--- src/rtl/sum_splitter_pkg.sv ---
// Shared constants and result type for the sum splitter block.
// Defaults match the registered byte adder feeding this block.
// The result struct packs the error flag above the recovered operand.
package sum_splitter_pkg;

   localparam int SS_DW_DEF    = 8;
   localparam int SS_DEPTH_DEF = 2;
   localparam int SS_ERRCNT_W  = 16;

   // One buffered result at the default operand width.
   typedef struct packed {
      logic                 err;
      logic [SS_DW_DEF-1:0] a;
   } ss_result_t;

endpackage : sum_splitter_pkg

--- src/rtl/sum_splitter_fifo.sv ---
// Generic synchronous FIFO, W bits wide, DEPTH entries (any DEPTH >= 2).
// Latency: a push at edge N is visible on rdata_o after edge N; rdata_o is the head.
// Backpressure: none internally; the caller gates push on count < DEPTH and pop on count != 0.
//
// Ports: clk, rst (async active-high), push_i/wdata_i write side,
//        pop_i/rdata_o read side, count_o = number of stored entries.
module sum_splitter_fifo #(
   parameter  int W     = 9,
   parameter  int DEPTH = 2,
   localparam int PW    = (DEPTH > 1) ? $clog2(DEPTH) : 1,
   localparam int CW    = $clog2(DEPTH + 1)
) (
   input  logic          clk,
   input  logic          rst,
   input  logic          push_i,
   input  logic          pop_i,
   input  logic [W-1:0]  wdata_i,
   output logic [W-1:0]  rdata_o,
   output logic [CW-1:0] count_o
);

   logic [W-1:0]  mem_q [DEPTH];
   logic [PW-1:0] wr_ptr_q, wr_ptr_d;
   logic [PW-1:0] rd_ptr_q, rd_ptr_d;
   logic [CW-1:0] count_q, count_d;

   // Pointers wrap explicitly so non-power-of-two depths work.
   always_comb begin
      wr_ptr_d = wr_ptr_q;
      rd_ptr_d = rd_ptr_q;
      count_d  = count_q;
      if (push_i) begin
         wr_ptr_d = (wr_ptr_q == PW'(DEPTH - 1)) ? '0 : wr_ptr_q + PW'(1);
      end
      if (pop_i) begin
         rd_ptr_d = (rd_ptr_q == PW'(DEPTH - 1)) ? '0 : rd_ptr_q + PW'(1);
      end
      case ({push_i, pop_i})
         2'b10:   count_d = count_q + CW'(1);
         2'b01:   count_d = count_q - CW'(1);
         default: count_d = count_q;
      endcase
   end

   always_ff @(posedge clk or posedge rst) begin
      if (rst) begin
         wr_ptr_q <= '0;
         rd_ptr_q <= '0;
         count_q  <= '0;
      end else begin
         wr_ptr_q <= wr_ptr_d;
         rd_ptr_q <= rd_ptr_d;
         count_q  <= count_d;
      end
   end

   // Storage carries no reset; the top masks the head while the FIFO is empty.
   always_ff @(posedge clk) begin
      if (push_i) begin
         mem_q[wr_ptr_q] <= wdata_i;
      end
   end

   assign rdata_o = mem_q[rd_ptr_q];
   assign count_o = count_q;

endmodule : sum_splitter_fifo

--- src/rtl/sum_splitter.sv ---
// Recovers operand a = sum - b from an adder's DW+1-bit sum, flagging out-of-range results.
// Latency: one cycle from accept to head of the output FIFO when it was empty.
// Backpressure: in_ready = count < DEPTH from registered count only; full FIFO holds off input.
//
// Ports: clk, rst (async active-high); in_valid/in_ready with sum_i, b_i;
//        out_valid/out_ready with a_o, range_err_o; err_cnt_o (saturating
//        range-error count) exists only when SUM_SPLITTER_ERR_CNT_EN is defined.
module sum_splitter
   import sum_splitter_pkg::*;
#(
   parameter int DW    = SS_DW_DEF,
   parameter int DEPTH = SS_DEPTH_DEF
) (
   input  logic                   clk,
   input  logic                   rst,
   input  logic                   in_valid,
   output logic                   in_ready,
   input  logic [DW:0]            sum_i,
   input  logic [DW-1:0]          b_i,
   output logic                   out_valid,
   input  logic                   out_ready,
   output logic [DW-1:0]          a_o,
`ifdef SUM_SPLITTER_ERR_CNT_EN
   output logic [SS_ERRCNT_W-1:0] err_cnt_o,
`endif
   output logic                   range_err_o
);

   localparam int CW = $clog2(DEPTH + 1);

   typedef struct packed {
      logic          err;
      logic [DW-1:0] a;
   } res_t;

   logic [DW:0]   diff;
   logic          borrow;
   logic          err;
   logic          accept;
   logic          pop;
   logic [CW-1:0] fifo_count;
   res_t          wres;
   res_t          rres;
   res_t          last_q, last_d;

   // Borrow means sum < b; diff[DW] set without borrow means a > 2^DW-1.
   assign diff   = sum_i - {1'b0, b_i};
   assign borrow = (sum_i < {1'b0, b_i});
   assign err    = borrow | diff[DW];

   assign wres.err = err;
   assign wres.a   = err ? '0 : diff[DW-1:0];

   assign in_ready  = ~rst & (fifo_count < CW'(DEPTH));
   assign out_valid = (fifo_count != '0);
   assign accept    = in_valid & in_ready;
   assign pop       = out_valid & out_ready;

   sum_splitter_fifo #(
      .W     (DW + 1),
      .DEPTH (DEPTH)
   ) u_fifo (
      .clk     (clk),
      .rst     (rst),
      .push_i  (accept),
      .pop_i   (pop),
      .wdata_i (wres),
      .rdata_o (rres),
      .count_o (fifo_count)
   );

   // Last popped result keeps the outputs steady while the FIFO is empty,
   // and gives the zero reset value of a_o/range_err_o.
   always_comb begin
      last_d = last_q;
      if (pop) begin
         last_d = rres;
      end
   end

   always_ff @(posedge clk or posedge rst) begin
      if (rst) begin
         last_q <= '0;
      end else begin
         last_q <= last_d;
      end
   end

   assign a_o         = out_valid ? rres.a   : last_q.a;
   assign range_err_o = out_valid ? rres.err : last_q.err;

`ifdef SUM_SPLITTER_ERR_CNT_EN
   logic [SS_ERRCNT_W-1:0] err_cnt_q, err_cnt_d;

   always_comb begin
      err_cnt_d = err_cnt_q;
      if (accept && err && (err_cnt_q != '1)) begin
         err_cnt_d = err_cnt_q + SS_ERRCNT_W'(1);
      end
   end

   always_ff @(posedge clk or posedge rst) begin
      if (rst) begin
         err_cnt_q <= '0;
      end else begin
         err_cnt_q <= err_cnt_d;
      end
   end

   assign err_cnt_o = err_cnt_q;
`endif

endmodule : sum_splitter

--- config.mk ---
export PLATFORM = sky130hd
export DESIGN_NAME = sum_splitter
export DESIGN_NICKNAME = d
export VERILOG_FILES = /design/src/rtl/sum_splitter_pkg.sv /design/src/rtl/sum_splitter_fifo.sv /design/src/rtl/sum_splitter.sv
export SDC_FILE = /design/constraint.sdc
export NUM_CORES = 1
export LEC_CHECK = 0
export CORE_MARGIN = 2
export CORE_UTILIZATION = 50
export CTS_CLUSTER_SIZE = 25
export DETAILED_ROUTE_END_ITERATION = 7
export PLACE_DENSITY = 0.79
export SLEW_MARGIN = 30
export SYNTH_ARGS = -nofsm -noshare
export SYNTH_HDL_FRONTEND = slang
export SYNTH_SLANG_ARGS = --single-unit
--- constraint.sdc ---
create_clock -name clk -period 3.7 [get_ports clk]
set_input_delay 0.555 -clock clk [delete_from_list [all_inputs] [get_ports clk]]
set_output_delay 0.555 -clock clk [all_outputs]
set_load 0.01 [all_outputs]
* Word-level counts from Yosys, hierarchy flattened
Memories as Yosys holds them, arrays and structs flattened. Cells that the tools add are included.
Operators by class: magnitude comparators 2, multiplexer cells 8, add/subtract/negate cells 5, equal/unequal tests 2, bitwise operators 5, reductions and logical operators 2
Operators by type and width (number):
- two-way mux 8 bit | 2
- < comparator 9 x 8 -> 1 bit | 1
- subtractor 9 x 8 -> 9 bit | 1
- two-way mux 1 bit | 5
- one-hot mux 2 bit (2 select lines) | 1
- nonzero test 2 bit | 2
- AND 1 bit | 3
- adder 1 bit, second input constant | 2
- adder 2 x 1 -> 2 bit, second input constant | 1
- == test 2 x 1 -> 1 bit, second input constant | 1
- == test 2 bit, second input constant | 1
- < comparator 2 bit, second input constant | 1
- subtractor 2 x 1 -> 2 bit, second input constant | 1
- inverter 1 bit | 1
- bitwise OR 1 bit | 1
Word-level totals: word-level logic and storage cells 30, RAM bits 18, output and inout bits 11, memories 1, input port bits 21, register bits 13
Memories:
- u_fifo.mem_q | depth 2, width 9, rd ports 1, clocked after memory_dff 0, write ports 1, line sum_splitter_fifo.sv:22 | logic [W-1:0] mem_q [DEPTH];

* Logic depth before layout (Yosys ltp)
Gate-level depths: netlist (run 1).
depth after elaboration 5, gate-level depth with buffers 8, gate-level depth less buffers 8

* Modules after synthesis
From an unflattened synthesis (run 1), not the netlist that was laid out.
Unflattened totals: cells, all modules 141, area, all modules 1771.7 um^2
Modules (own cells, without submodules):
- sum_splitter | cells an instance 98, sequential area each 225.2 um^2, area an instance 940.9 um^2, times used 1
- sum_splitter_fifo | cells an instance 43, sequential area each 640.6 um^2, area an instance 830.8 um^2, times used 1

* Worst setup path before layout (run 1)
Ideal clock, no wire load.
path type input-to-reg, from in sum_i[0], to mem u_fifo.mem_q[0][2] (data pin), path buffers 0, arrival 2004 ps, library setup time 159 ps, cell stages on the path 8, slack 1538 ps, required time 3541 ps, path through inv_1 ha_1 fa_1 nor2b_4 o31ai_2 mux2i_1 a211o_4 nor3_2
On the way: word-level cells in the longest chain between the ends 3, elaborated cells between the ends (all ways) 4, those cells by class add/sub: 1; order compare: 1; mux: 1; bitwise: 1
RTL lines:
- start, declared | line sum_splitter.sv:18 | input logic [DW:0] sum_i,
- subtractor 9 x 8 -> 9 bit / < comparator 9 x 8 -> 1 bit (equally long branches) | line sum_splitter.sv:47, sum_splitter.sv:48
- bitwise OR 1 bit * | line sum_splitter.sv:49 | assign err = borrow | diff[DW];
- via err | line sum_splitter.sv:38 | logic err;
- two-way mux 8 bit * | line sum_splitter.sv:52 | assign wres.a = err ? '0 : diff[DW-1:0];
- via u_fifo.wdata_i[2] | line sum_splitter_fifo.sv:17 | input logic [W-1:0] wdata_i,
- end, declared | line sum_splitter_fifo.sv:22
The timed path passes the listed nets; every way through them passes the cells marked *.

* Worst setup path in the final report (run 1)
from in sum_i[0], to mem u_fifo.mem_q[1][2] (data pin)
The elaborated chain is that of the path after synthesis.

==> metrics.csv, run 1 <==
stage,metric,value,unit
yosys,Post-Syn Instances,160,
global_routing,largest net degree at the start of global routing,21,
finish,"most common cell after layout, fill and taps aside",clkdlybuf4s50_1,
routing,vias post-DR,1236,
setup_path,R2R setup slack,1.59,ns
clocking,CTS root buffer,clkbuf_4,
clocking,clock tree buffer depth,2,
setup_path,RR Startpoint,u_fifo.count_o[1],
sta,RSZ-0062 raised after global routing,false,
floorplan,die area,3910,sq um
clocking,PostCTS Resize Cnt,0,
power_and_ir_drop,maximum VDD drop,0.201,mV
finish,"Area growth, synth to finish",22.8,%
status,status,"complete, no violations",
setup_path,FF-to-FF path depth,6,
power_and_ir_drop,Clk pwr share,13.5,%
finish,Final nets,223,
clocking,clock-pin slew on the worst setup and hold paths,0.09,ns
min_path,Hold Path End,last_q[4],
setup_path,CP Capture Type,flip-flop,
sta,fmax,405,MHz
sta,"Hold Vio Cnt, Final",0,
setup_path,crit path max fanout,8,
placement,Place WS,0.896,ns
routing,DRT Pass-1 Iters,4,
clocking,CTS tree,yes,
finish,n_diodes,0,
global_routing,vias in the first global route,1184,
floorplan,Die Wd,62.5,um
placement,Placed Area,2050,sq um
setup_path,kind of critical path,in -> reg,
setup_path,"Slowest-stage cell, CP",clkdlybuf4s50_1,
power_and_ir_drop,Cell Pwr Density,611,nW/um^2
sta,Worst slew margin,50.8,%
power_and_ir_drop,Pint,0.000839,W
routing,Iter 0 DRT Violations,97,
setup_path,worst path cell trace,clkdlybuf4s50_1 > inv_1 > ha_1 > fa_1 > nor2b_4 > o31ai_2 > mux2i_1 > a211o_4 > nor3_2,
placement,I/O Buffers,31,
clocking,Clock H-tree levels,2,
yosys,mapped cell area,1710,sq um
yosys,mean post-synth cell area,10.7,sq um
sta,Final setup viols,0,
sta,minimum clock period after layout,2.47,ns
clocking,Clock Sink Count,31,
placement,GPL Wtd Cong,0.766,
global_routing,GRT Util Overall,16.6,%
routing,Final ANT Viol Nets,0,
power_and_ir_drop,Power Total,0.00128,W
clocking,Post CTS Setup Buffer Count,0,
yosys,Mapped Nets,191,
routing,DR WL/cell,12.5,um
setup_path,CP Launch Type,input pin,
floorplan,Core Area,3310,sq um
global_routing,wire length of the first global-routing pass,5.03,mm
floorplan,cell row count,21,
clocking,total CTS buffers,5,
min_path,Hold Crit Class,reg -> reg,
clocking,worst-skew pair later-pin latency,0.32,ns
global_routing,grt ovf,0,
power_and_ir_drop,sw power,0.000445,W
yosys,Yosys warnings,0,
finish,layout cell share with drive strength beyond 1,6.74,%
power_and_ir_drop,Sw Ratio,34.7,%
clocking,# hold bufs at CTS,0,
power_and_ir_drop,Comb power frac,44.6,%
sta,Setup TNS,0,ns
global_routing,initial antenna violation count,0,
sta,final worst setup slack,1.23,ns
floorplan,DIE HEIGHT,62.5,um
setup_path,CP Data Arrival Time,2.63,ns
finish,Finished Core Util,63.5,%
setup_path,required time worst endpoint,3.86,ns
yosys,register area share after synthesis,50.6,%
floorplan,I/O pins,32,
routing,DR vias/cell,5.17,
power_and_ir_drop,Lkg Pwr,0.902,nW
power_and_ir_drop,Reg power frac,42.0,%
yosys,count of cell types in the netlist,36,
setup_path,"slowest stage delay, CP",0.46,ns
floorplan,Initial Util,51.7,%
finish,Final Cell Area,2100,sq um
min_path,min-delay src,last_q[4],
placement,HPWL Detailed,2.36,mm
finish,most frequent cells in the layout,"clkdlybuf4s50_1 (31), nor2_1 (19), edfxtp_1 (18)",
sta,Tcrit/Tclk final,66.7,%
min_path,worst hold stages,2,
routing,drt drc,0,
sta,Slew @ Worst Pin,0.735,ns
finish,filler cell count,290,
flow_run,max cap viols,0,
routing,routed wire length,2.98,mm
sta,max-slew violation count,0,
setup_path,Critical R2R Capture,u_fifo.count_o[1],
sta,Clock Skews,0.00563,ns
yosys,synthesized flop and latch total,31,
## worst max path at each step
stage                                 start            endpoint  slack [ns]  cells after the start
after detailed placement           sum_i[0]  u_fifo.mem_q[0][2]        0.90                      9
after global routing        u_fifo.rd_ptr_q              a_o[3]        1.11                      3
after CTS                 u_fifo.count_o[1]              a_o[5]        1.21                      3
final                              sum_i[0]  u_fifo.mem_q[1][2]        1.23                      9
after floorplan                    sum_i[0]  u_fifo.mem_q[0][2]        1.54                      8
after global placement             sum_i[0]  u_fifo.mem_q[0][2]        1.01                      9
## per-layer routing
metal  vias up  track usage, %  part of all wire [%]  wire (um)
met5         -               0                     0          0
met4         0            7.50                   1.8         55
met3         5            4.86                   4.5        133
li1        623               -                     -          -
met1       573            18.3                    42       1260
met2        35            29.4                    51       1530
## cell usage after synthesis, drive strengths merged
| cell type | instances | area share [%] |
|---|---|---|
| a211oi | 1 | 0.44 |
| nor2b | 1 | 0.80 |
| mux2i | 10 | 5.8 |
| xor2 | 5 | 2.6 |
| o31ai | 1 | 0.73 |
| and3 | 2 | 0.73 |
| a21oi | 14 | 4.5 |
| buf | 1 | 0.44 |
| a21o | 1 | 0.44 |
| or2 | 1 | 0.37 |
| nor4 | 1 | 0.37 |
| nor2 | 19 | 4.2 |
| nand2 | 14 | 3.1 |
| o211a | 1 | 0.58 |
| xnor2 | 5 | 2.6 |
| a31oi | 1 | 0.37 |
| or2b | 1 | 0.44 |
| o21a | 1 | 0.44 |
| clkbuf | 5 | 1.1 |
| o211ai | 2 | 1.2 |
| edfxtp | 18 | 32 |
| fa | 1 | 1.2 |
| o2111ai | 1 | 0.51 |
| and2b | 1 | 0.44 |
| o21ai | 10 | 2.9 |
| a211o | 2 | 1.5 |
| o22ai | 1 | 0.37 |
| ha | 9 | 6.6 |
| dfrtp | 13 | 19 |
| inv | 11 | 2.4 |
| nor3 | 1 | 0.58 |
| nand3 | 1 | 0.29 |
| nand2b | 4 | 1.5 |
## cell type report
| type | count | area (sq um) | share of cell area [%] |
|---|---|---|---|
| flip-flops and latches | 31 | 866 | 41.2 |
| multi-input cells | 112 | 778 | 37.0 |
| repair buffers | 31 | 310 | 14.8 |
| well taps | 46 | 57.6 | 2.74 |
| clock buffers | 6 | 41.3 | 1.96 |
| inverters | 11 | 41.3 | 1.96 |
| clock inverters | 2 | 7.51 | 0.357 |
## sequential cells by signal, summed over array words and instances (netlist names)
signal / cells
u_fifo.rd_ptr_q: 1
u_fifo.count_o: 2
u_fifo.mem_q: 18
last_q: 9
u_fifo.wr_ptr_q: 1
## stage by stage
stage | instances | hold slack [ns]
final | 239 | 0.490
after global routing | 239 | 0.514
after CTS | 239 | 0.491
after detailed placement | 231 | 0.471
after global placement | 231 | 0.462
after floorplan | 160 | 0.432
## power by group through the flow
stage | clock, W | sequential (W) | combinational (W)
finish | 0.000173 | 0.000539 | 0.000572
global route | 0.000195 | 0.000552 | 0.000625
CTS | 0.000180 | 0.000540 | 0.000577
detailed placement | 0 | 0.000549 | 0.000573
global placement | 0 | 0.000540 | 0.000554
floorplan | 0 | 0.000510 | 0.000376
## cells by family (layout without fill, tap and decap cells)
family | Yosys count | count (layout) | share of synthesized area [%]
and+or+nand+nor | 46 | 46 | 12.7
AOI/OAI and AO/OA | 36 | 36 | 14.0
DFF | 31 | 31 | 50.6
buffers and inverters | 17 | 50 | 3.95
adders and majority gates | 10 | 10 | 7.75
xor gates and xnor gates | 10 | 10 | 5.12
muxes | 10 | 10 | 5.85
## worst max-delay path: cells and delay by family
| family | cells | cell delay (ns) |
|---|---|---|
| and+or+nand+nor | 2 | 0.35 |
| muxes | 1 | 0.16 |
| adders and majority gates | 2 | 0.63 |
| AOI/OAI and AO/OA | 2 | 0.42 |
| buffers and inverters | 2 | 0.51 |
Note: power is estimated with default switching activity, not from simulation.
==> run 2, diff against run 1 <==
clock period = 2.3 ns   (was 3.7 ns; I/O delays follow)
==> run 2 against run 1 <==
Effect of this change: final area up 3.2%; non-clock buffer count up 8; critical path type unchanged; cell count up 3.3%; critical path depth unchanged; hold slack worse by 0.11 ns.
==> metrics.csv, run 2 (synthesis gave the netlist of run 1 again) <==
stage,metric,value,unit,change
floorplan,I/O pins,32,,unchanged
placement,I/O Buffers,31,,unchanged
floorplan,DIE HEIGHT,62.5,um,unchanged
sta,worst hold margin,0.377,ns,-0.112 ns
sta,"Hold Vio Cnt, Final",0,,unchanged
finish,n_diodes,0,,unchanged
finish,Final nets,231,,+3.6%
clocking,Clock Sink Count,31,,unchanged
clocking,# hold bufs at CTS,0,,unchanged
power_and_ir_drop,maximum VDD drop,0.310,mV,+54%
sta,Tcrit/Tclk final,93.3,%,
power_and_ir_drop,Lkg Pwr,0.943,nW,+4.5%
status,status,"complete, no violations",,
floorplan,die area,3910,sq um,unchanged
sta,Final setup viols,0,,unchanged
routing,Iter 0 DRT Violations,61,,-37%
finish,"most common cell after layout, fill and taps aside",clkdlybuf4s50_1,,
setup_path,CP Launch Type,input pin,,
clocking,total CTS buffers,5,,unchanged
setup_path,Critical R2R Capture,u_fifo.count_o[1],,
clocking,CTS tree,yes,,
setup_path,CP Data Arrival Time,2.30,ns,-0.33 ns
clocking,worst-skew pair later-pin latency,0.32,ns,about the same
finish,max FFs per register,18,,unchanged
sta,Worst slew margin,68.0,%,+17 points
global_routing,largest net degree at the start of global routing,21,,unchanged
sta,final worst setup slack,0.154,ns,-1.08 ns
routing,drt drc,0,,unchanged
floorplan,Initial Util,51.7,%,unchanged
clocking,clock-pin slew on the worst setup and hold paths,0.09,ns,about the same
setup_path,CP Capture Type,flip-flop,,
placement,GPL Wtd Cong,0.789,,+3.0%
routing,vias post-DR,1255,,+1.5%
routing,routed wire length,2.91,mm,-2.2%
global_routing,initial antenna violation count,0,,unchanged
sta,minimum clock period after layout,2.15,ns,
power_and_ir_drop,Cell Pwr Density,971,nW/um^2,+59%
setup_path,RR Startpoint,u_fifo.count_o[1],,
placement,Place WS,-0.242,ns,-1.14 ns
routing,Final ANT Viol Nets,0,,unchanged
setup_path,required time worst endpoint,2.45,ns,-1.41 ns
clocking,Clock H-tree levels,2,,unchanged
floorplan,Die Wd,62.5,um,unchanged
finish,Reg with most FFs,u_fifo.mem_q,,
clocking,CTS root buffer,clkbuf_4,,
finish,layout cell share with drive strength beyond 1,11.9,%,+5.2 points
routing,DRT Pass-1 Iters,4,,unchanged
sta,Clock Skews,0.00793,ns,+0.00229 ns
sta,fmax,466,MHz,
sta,RSZ-0062 raised after global routing,false,,
clocking,Post CTS Setup Buffer Count,0,,unchanged
setup_path,FF-to-FF path depth,6,,unchanged
sta,max-slew violation count,0,,unchanged
flow_run,max cap viols,0,,unchanged
setup_path,kind of critical path,in -> reg,,
routing,DR vias/cell,5.08,,-1.8%
floorplan,cell row count,21,,unchanged
setup_path,R2R setup slack,0.67,ns,-0.92 ns
placement,HPWL Detailed,2.34,mm,-0.75%
setup_path,crit path max fanout,8,,unchanged
min_path,Hold Crit Class,in -> async,,
global_routing,vias in the first global route,1228,,+3.7%
clocking,clock tree buffer depth,2,,unchanged
finish,"Area growth, synth to finish",26.8,%,
finish,most frequent cells in the layout,"clkdlybuf4s50_1 (31), nor2_1 (19), edfxtp_1 (18)",,
sta,Slew @ Worst Pin,0.479,ns,-0.256 ns
floorplan,Core Area,3310,sq um,unchanged
global_routing,GRT Util Overall,16.5,%,-0.078 points
routing,DR WL/cell,11.8,um,-5.4%
global_routing,grt ovf,0,,unchanged
clocking,PostCTS Resize Cnt,0,,unchanged
global_routing,wire length of the first global-routing pass,5.14,mm,+2.2%
## run 2: cell count changes in the layout (fill, tap and decap cells not counted)
cell and change:
clkinv_2 +1, clkinv_1 -1, fa_1 -1, fa_2 +1, or2_2 -1, buf_4 +8
dfrtp_2 +1, or2_4 +1, dfrtp_1 -1
## run 2: layout make-up
type / instances / area [sq um]
Inverter: 11 / 41.3
Tap cell: 46 / 57.6
Clock inverter: 2 / 8.76
Timing Repair Buffer: 39 / 370
Fill cell: 269 / 1140
Multi-Input combinational cell: 112 / 783
Clock buffer: 6 / 41.3
Sequential cell: 31 / 867
## run 2: layer usage
| layer | share of wire [%] | global-route usage, % | vias to the layer above |
|---|---|---|---|
| met2 | 51 | 29.4 | 35 |
| met1 | 43 | 18.7 | 579 |
| met3 | 4.0 | 3.24 | 7 |
| li1 | - | - | 634 |
| met4 | 2.1 | 8.61 | 0 |
| met5 | 0 | 0 | - |
## run 2: worst max path at each step
stage | depth (start not counted) | slack, ns | start | endpoint
global placement | 9 | -0.15 | sum_i[0] | u_fifo.mem_q[0][2]
CTS | 3 | 0.009 | u_fifo.count_o[1] | a_o[7]
detailed placement | 9 | -0.24 | sum_i[0] | u_fifo.mem_q[1][2]
floorplan | 8 | 0.35 | sum_i[0] | u_fifo.mem_q[0][2]
global route | 3 | 0.07 | u_fifo.count_o[1] | a_o[4]
finish | 9 | 0.15 | sum_i[0] | u_fifo.mem_q[1][2]
## run 2: per-stage QoR
stage          setup TNS, ns  total power (W)  util, %  std cells  area (sq um)
2_1_floorplan              0          0.00142        -        160          1710
3_3_place_gp           -1.60          0.00178     63.8        239          2110
3_5_place_dp           -2.78          0.00183     63.8        239          2110
4_1_cts                    0          0.00212     65.3        247          2160
5_1_grt                    0          0.00226     65.5        247          2170
6_report                   0          0.00211     65.5        247          2170
## run 2: report_power, final
group | switching [W] | internal (W)
registers | 0.000119 | 0.000755
logic | 0.000438 | 0.000512
clock network | 0.000169 | 0.000115
total | 0.000726 | 0.00138
## run 2: worst max-delay path, stage by stage
cell             delay (ns)
clkdlybuf4s50_1        0.45
inv_1                  0.04
ha_1                   0.20
fa_2                   0.37
nor2b_4                0.13
o31ai_2                0.08
mux2i_1                0.16
a211o_4                0.32
nor3_2                 0.20
==> RTL edit 1 (settings of run 1) <==
Add a define of `SUM_SPLITTER_ERR_CNT_EN`.
--- a/src/rtl/sum_splitter.sv
+++ b/src/rtl/sum_splitter.sv
@@ -5,6 +5,8 @@
 // Ports: clk, rst (async active-high); in_valid/in_ready with sum_i, b_i;
 //        out_valid/out_ready with a_o, range_err_o; err_cnt_o (saturating
 //        range-error count) exists only when SUM_SPLITTER_ERR_CNT_EN is defined.
+`define SUM_SPLITTER_ERR_CNT_EN
+
 module sum_splitter
    import sum_splitter_pkg::*;
 #(
Check against the original RTL (old outputs only; new: err_cnt_o): equivalent (Yosys induction, for registers that start in step).
==> RTL edit 1 against run 1 <==
  * Clock power rose by 69%
  * Setup slack lost 440 ps
  * Sequential cell count rose by 16
  * Area after synthesis is 46% higher
  * Combinational power rose by 22%
  * Cell area rose by 47%
  * Register-to-register slack got worse by 160 ps
  * Total power grew 37%
  * Final cell count is 46% higher
  * Routed wire length grew 51%
  * Worst hold slack got worse by 4.6 ps
  * Largest cell class unchanged
==> RTL edit 1: results (changes against run 1) <==
The run finished with clean final reports. The static power due to leakage is 1.36 nW (+50%), and the global-route usage over all layers is 18.0% (+1.4 points). Post-synthesis async set-or-reset flop share: 61.7% (+20 points).

The part of the cycle the worst path needs is 78.5% (+12 points), and the unique cell type count in the Yosys netlist is 40 (+11%). The logs give 314 (+41%) for the post-layout net count and 300 ps (-20 ps) for the clock latency of the later-clocked register in the worst-skew pair. Maximum fanout encountered on the critical timing path: 24 (+16).

The first-pass GRT wire length is 7590 um (+51%), and the number of port buffers is 47 (+52%). The logs give 3020 um2 (+47%) for the placement-stage cell area and 369 (+27%) for the number of fillers in the final layout. The number of buffers added for setup after CTS is 0 (unchanged).

The run gives 3100 um2 (+47%) as the area of all placed cells without fillers. The cell count after synthesis came out at 235 (+47%). The run gives 342 (+48%) as the number of cells after detailed placement. The tools report the post-route clock skew as 4.02 ps (-1.61 ps). The logs give 1430 ps (-160 ps) for the reg2reg setup slack and 136 (+40%) for the violation count after the first detailed-routing iteration. The worst register-to-register path begins at u_fifo.count_o[0]. The slew of the pin with the lowest slew margin works out to 795 ps (+59.7 ps).

The maximum number of pins on one net before global-route repair came out at 30 (+43%). Maximum buffer depth of the clock tree: 2 (unchanged). The number of optimization iterations in the first detailed-route pass was 5 (+1). The via count of the first global-routing pass was 1810 (+53%); the largest vdd supply drop was 265 uV (+32%).

The HPWL after detailed placement came out at 3330 um (+41%). The via count came out at 1851 (+50%). In this design, the largest share of critical-path delay is due to buffers and inverters. The arrival time reported for the critical path endpoint is 3040 ps (+410 ps). The mean routed wirelength per cell was 12.9 um (+3.2%). The sequential area share after synthesis was 50.6% (about the same). For the number of nets produced by synthesis, the log shows 267 (+40%).

The share of post-route cells with drive strength above 1 is 7.42% (+0.68 points). The final cell count without fillers is 350 (+46%). The worst-case setup slack after placement came out at 494 ps (-402 ps).

By count the netlist is led by 29 x sky130_fd_sc_hd__dfrtp_1, 24 x sky130_fd_sc_hd__nor2_1, 20 x sky130_fd_sc_hd__xnor2_1, 19 x sky130_fd_sc_hd__nand2_1, 18 x sky130_fd_sc_hd__edfxtp_1. The dominant register cell in the synthesized netlist is sky130_fd_sc_hd__dfrtp_1. The tree is rooted in a sky130_fd_sc_hd__clkbuf_8. In the post-synthesis netlist, the biggest area contributors are sky130_fd_sc_hd__dfrtp_1 29%, sky130_fd_sc_hd__edfxtp_1 22%, sky130_fd_sc_hd__xnor2_1 7.0%.

The critical path ends at u_fifo.mem_q[0][7]. Last weighted congestion value of the routability-driven placer: 0.771 (+0.65%). The switching power came out at 0.600 mW (+35%).
RTL edit 1: cell types whose count changed after synthesis, moves of 4 or more:
cell,run 1,this run
sky130_fd_sc_hd__xnor2_1,5,20
sky130_fd_sc_hd__nand3_1,1,8
sky130_fd_sc_hd__and3_1,2,8
sky130_fd_sc_hd__dfrtp_1,13,29
sky130_fd_sc_hd__nand2_1,14,19
sky130_fd_sc_hd__nor2_1,19,24
sky130_fd_sc_hd__inv_1,11,15
sky130_fd_sc_hd__nand4_2,0,5
RTL edit 1: worst min-delay path by stage:
| stage | startpoint | endpoint | slack [ps] | cells past startpoint |
|---|---|---|---|---|
| after CTS | last_q[8] | last_q[8] | 490 | 2 |
| final | last_q[8] | last_q[8] | 480 | 2 |
| after detailed placement | last_q[8] | last_q[8] | 470 | 2 |
| after global routing | last_q[6] | last_q[6] | 510 | 2 |
| after global placement | last_q[8] | last_q[8] | 460 | 2 |
| after floorplan | last_q[0] | last_q[0] | 450 | 2 |
RTL edit 1: per-layer routing:
metal  global-route usage, %  up-vias  share of wire, %  wire length, um
li1                        -      915                 -                -
met5                       0        -                 0                0
met4                    9.52        0               2.6              116
met3                    2.95       10               3.4              154
met2                    31.5       50                50             2230
met1                    21.3      876                44             1990
RTL edit 1: area by class of cell:
cell class	count	area share, %
Tap cell	67	2.70
Sequential cell	47	40.8
Clock buffer	6	2.34
Multi-Input combinational cell	165	36.6
Timing Repair Buffer	48	15.4
Clock inverter	2	0.282
Inverter	15	1.82
RTL edit 1: cells by family after synthesis:
| logic type | Yosys count | synth area share, % |
|---|---|---|
| XOR/XNOR | 23 | 8.05 |
| flip-flops | 47 | 50.6 |
| buffers and inverters | 23 | 4.10 |
| adder cells (fa/ha/maj) | 11 | 5.80 |
| AO/OA/AOI/OAI | 38 | 9.35 |
| AND/OR/NAND/NOR | 83 | 18.1 |
| multiplexers | 10 | 4.05 |
RTL edit 1: power groups by stage:
stage | sequential, mW | clock, mW | combinational [mW]
6_report | 0.766 | 0.293 | 0.699
4_1_cts | 0.766 | 0.298 | 0.705
2_1_floorplan | 0.745 | 0 | 0.431
3_5_place_dp | 0.776 | 0 | 0.704
3_3_place_gp | 0.771 | 0 | 0.686
5_1_grt | 0.783 | 0.318 | 0.771
RTL edit 1: worst min-delay path, cell delays in order (launching register included):
cell and delay [ps]:
sky130_fd_sc_hd__dfrtp_1 350, sky130_fd_sc_hd__nand2_1 40, sky130_fd_sc_hd__o21ai_0 60
==> RTL edit 2 (flow settings as in run 1) <==
Made on the original files. Put a register stage on the output `range_err_o`, with the module's reset. The value now appears one clock later. The other outputs are not delayed to match.
--- a/src/rtl/sum_splitter.sv
+++ b/src/rtl/sum_splitter.sv
@@ -87,7 +87,13 @@
    end
 
    assign a_o         = out_valid ? rres.a   : last_q.a;
-   assign range_err_o = out_valid ? rres.err : last_q.err;
+   always_ff @(posedge clk or posedge rst) begin
+      if (rst) begin
+         range_err_o <= '0;
+      end else begin
+         range_err_o <= out_valid ? rres.err : last_q.err;
+      end
+   end
 
 `ifdef SUM_SPLITTER_ERR_CNT_EN
    logic [SS_ERRCNT_W-1:0] err_cnt_q, err_cnt_d;
Formal check against the unedited RTL: not equivalent (a bounded check fails within 4 cycles, from zero or initial values and one cycle with rst high).
==> RTL edit 2 against run 1 <==
  * Routed wire length shrank 5.5%
  * Cell area rose by 1.3%
  * Clock skew increased by 1.7 ps
  * Setup slack got worse by 5.7 ps
  * Total power is 1.1% higher
  * Area after synthesis up 1.5%
  * Sequential cell count grew 1
  * Clock power rose by 5%
  * Highest routed layer unchanged
==> RTL edit 2: results (changes against run 1) <==
The wire length on met2 is 1370 um (-11%). The portion of the layout cell area used by clock cells works out to 2.41% (+0.088 points). By count the netlist is led by 19 x sky130_fd_sc_hd__nor2_1, 18 x sky130_fd_sc_hd__edfxtp_1, 14 x sky130_fd_sc_hd__dfrtp_1, 14 x sky130_fd_sc_hd__nand2_1, 12 x sky130_fd_sc_hd__a21oi_1.

The most used flip-flop cell after synthesis is sky130_fd_sc_hd__edfxtp_1. The worst-case setup slack after placement was 953 ps (+56.7 ps); the arrival time reported for the critical path endpoint was 1920 ps (-710 ps). The number of synthesized register bits works out to 32 (+3.2%).

Largest stage delay on the critical path: 550 ps (+90 ps). The met2 usage in global routing is 28.5% (-0.98 points), and the HPWL after detailed placement is 2180 um (-7.6%). The post-synthesis async set-or-reset flop share is 43.8% (+1.8 points), and the wire length the detailed router placed on met1 is 1280 um (+2.0%). Global-route usage over all layers: 16.7% (+0.078 points). For the last weighted congestion value of the routability-driven placer, the log shows 0.781 (+2.0%). Maximum fanout encountered on the critical timing path: 20 (+12). The number of warning messages in the yosys log is 0 (unchanged), and the switching share of power is 34.4% (-0.22 points). The logs give 64 (-34%) for the violation count after the first detailed-routing iteration and 49.8% (-0.95 points) for the relative max-transition margin. The area of the core region was 3340 um2 (+0.79%); the via count of the first global-routing pass was 1217 (+2.8%). The run gives 232 (+0.43%) as the number of cells after detailed placement. The mean routed wirelength per cell is 11.7 um (-5.9%), and the share of post-route cells with drive strength above 1 is 7.73% (+1.0 points). The number of fillers in the final layout was 289 (-0.34%).

Gate family responsible for the most delay along the worst path: buffers and inverters. The number of nets produced by synthesis is 192 (+0.52%). In the post-synthesis netlist, the biggest area contributors are sky130_fd_sc_hd__edfxtp_1 31%, sky130_fd_sc_hd__dfrtp_1 20%, sky130_fd_sc_hd__ha_1 6.5%.

The tools report the largest vdd supply drop as 185 uV (-8.2%). The logs give 3.78% (-1.1 points) for the fraction of met3 tracks used by global routing and 0.919 nW (+1.8%) for the static power due to leakage. For the met1 demand-to-capacity share in global routing, the log shows 20.7% (+2.4 points).

The via-per-instance ratio works out to 5.13 (-0.74%). The sequential share of cell area is 41.8% (+0.64 points). From synthesis to final layout, the design area changed by 22.6%.

Post-layout net count: 224 (+0.45%). Proportion of power drawn by the clock network: 14.0% (+0.5 points). Wire length on met3: 129 um (-3.0%). The sequential area share after synthesis came out at 51.3% (+0.71 points).

The flow ran to the end, and the final reports show no timing, DRC or antenna violations. Synthesized area divided by synthesized cell count: 10.8 um2 (+0.83%).
-- RTL edit 2: tightest hold or removal path, cell delays in order (launching register included) --
cell and delay, ps:
sky130_fd_sc_hd__dfrtp_1 350, sky130_fd_sc_hd__nand2_1 50, sky130_fd_sc_hd__o21ai_0 60
-- RTL edit 2: cell families (layout without fill, tap and decap cells) --
kind of cell    Yosys count  count (layout)  share of synthesized area (%)
simple gates             46              46                           12.5
compound gates           36              36                           13.8
flops                    32              32                           51.3
buf+inv                  17              50                           3.89
fa+ha+maj                10              10                           7.64
xor+xnor                 10              10                           5.04
mux                      10              10                           5.76
-- RTL edit 2: final timing paths --
path | start | to | slack (ps)
min reg2reg | last_q[2] | last_q[2] | 490
max in group asynchronous | rst | range_err_o | 2740
min | last_q[2] | last_q[2] | 490
max reg2reg | u_fifo.count_o[1] | u_fifo.count_o[1] | 1530
min in group asynchronous | rst | last_q[3] | 600
max | u_fifo.count_o[1] | a_o[6] | 1230
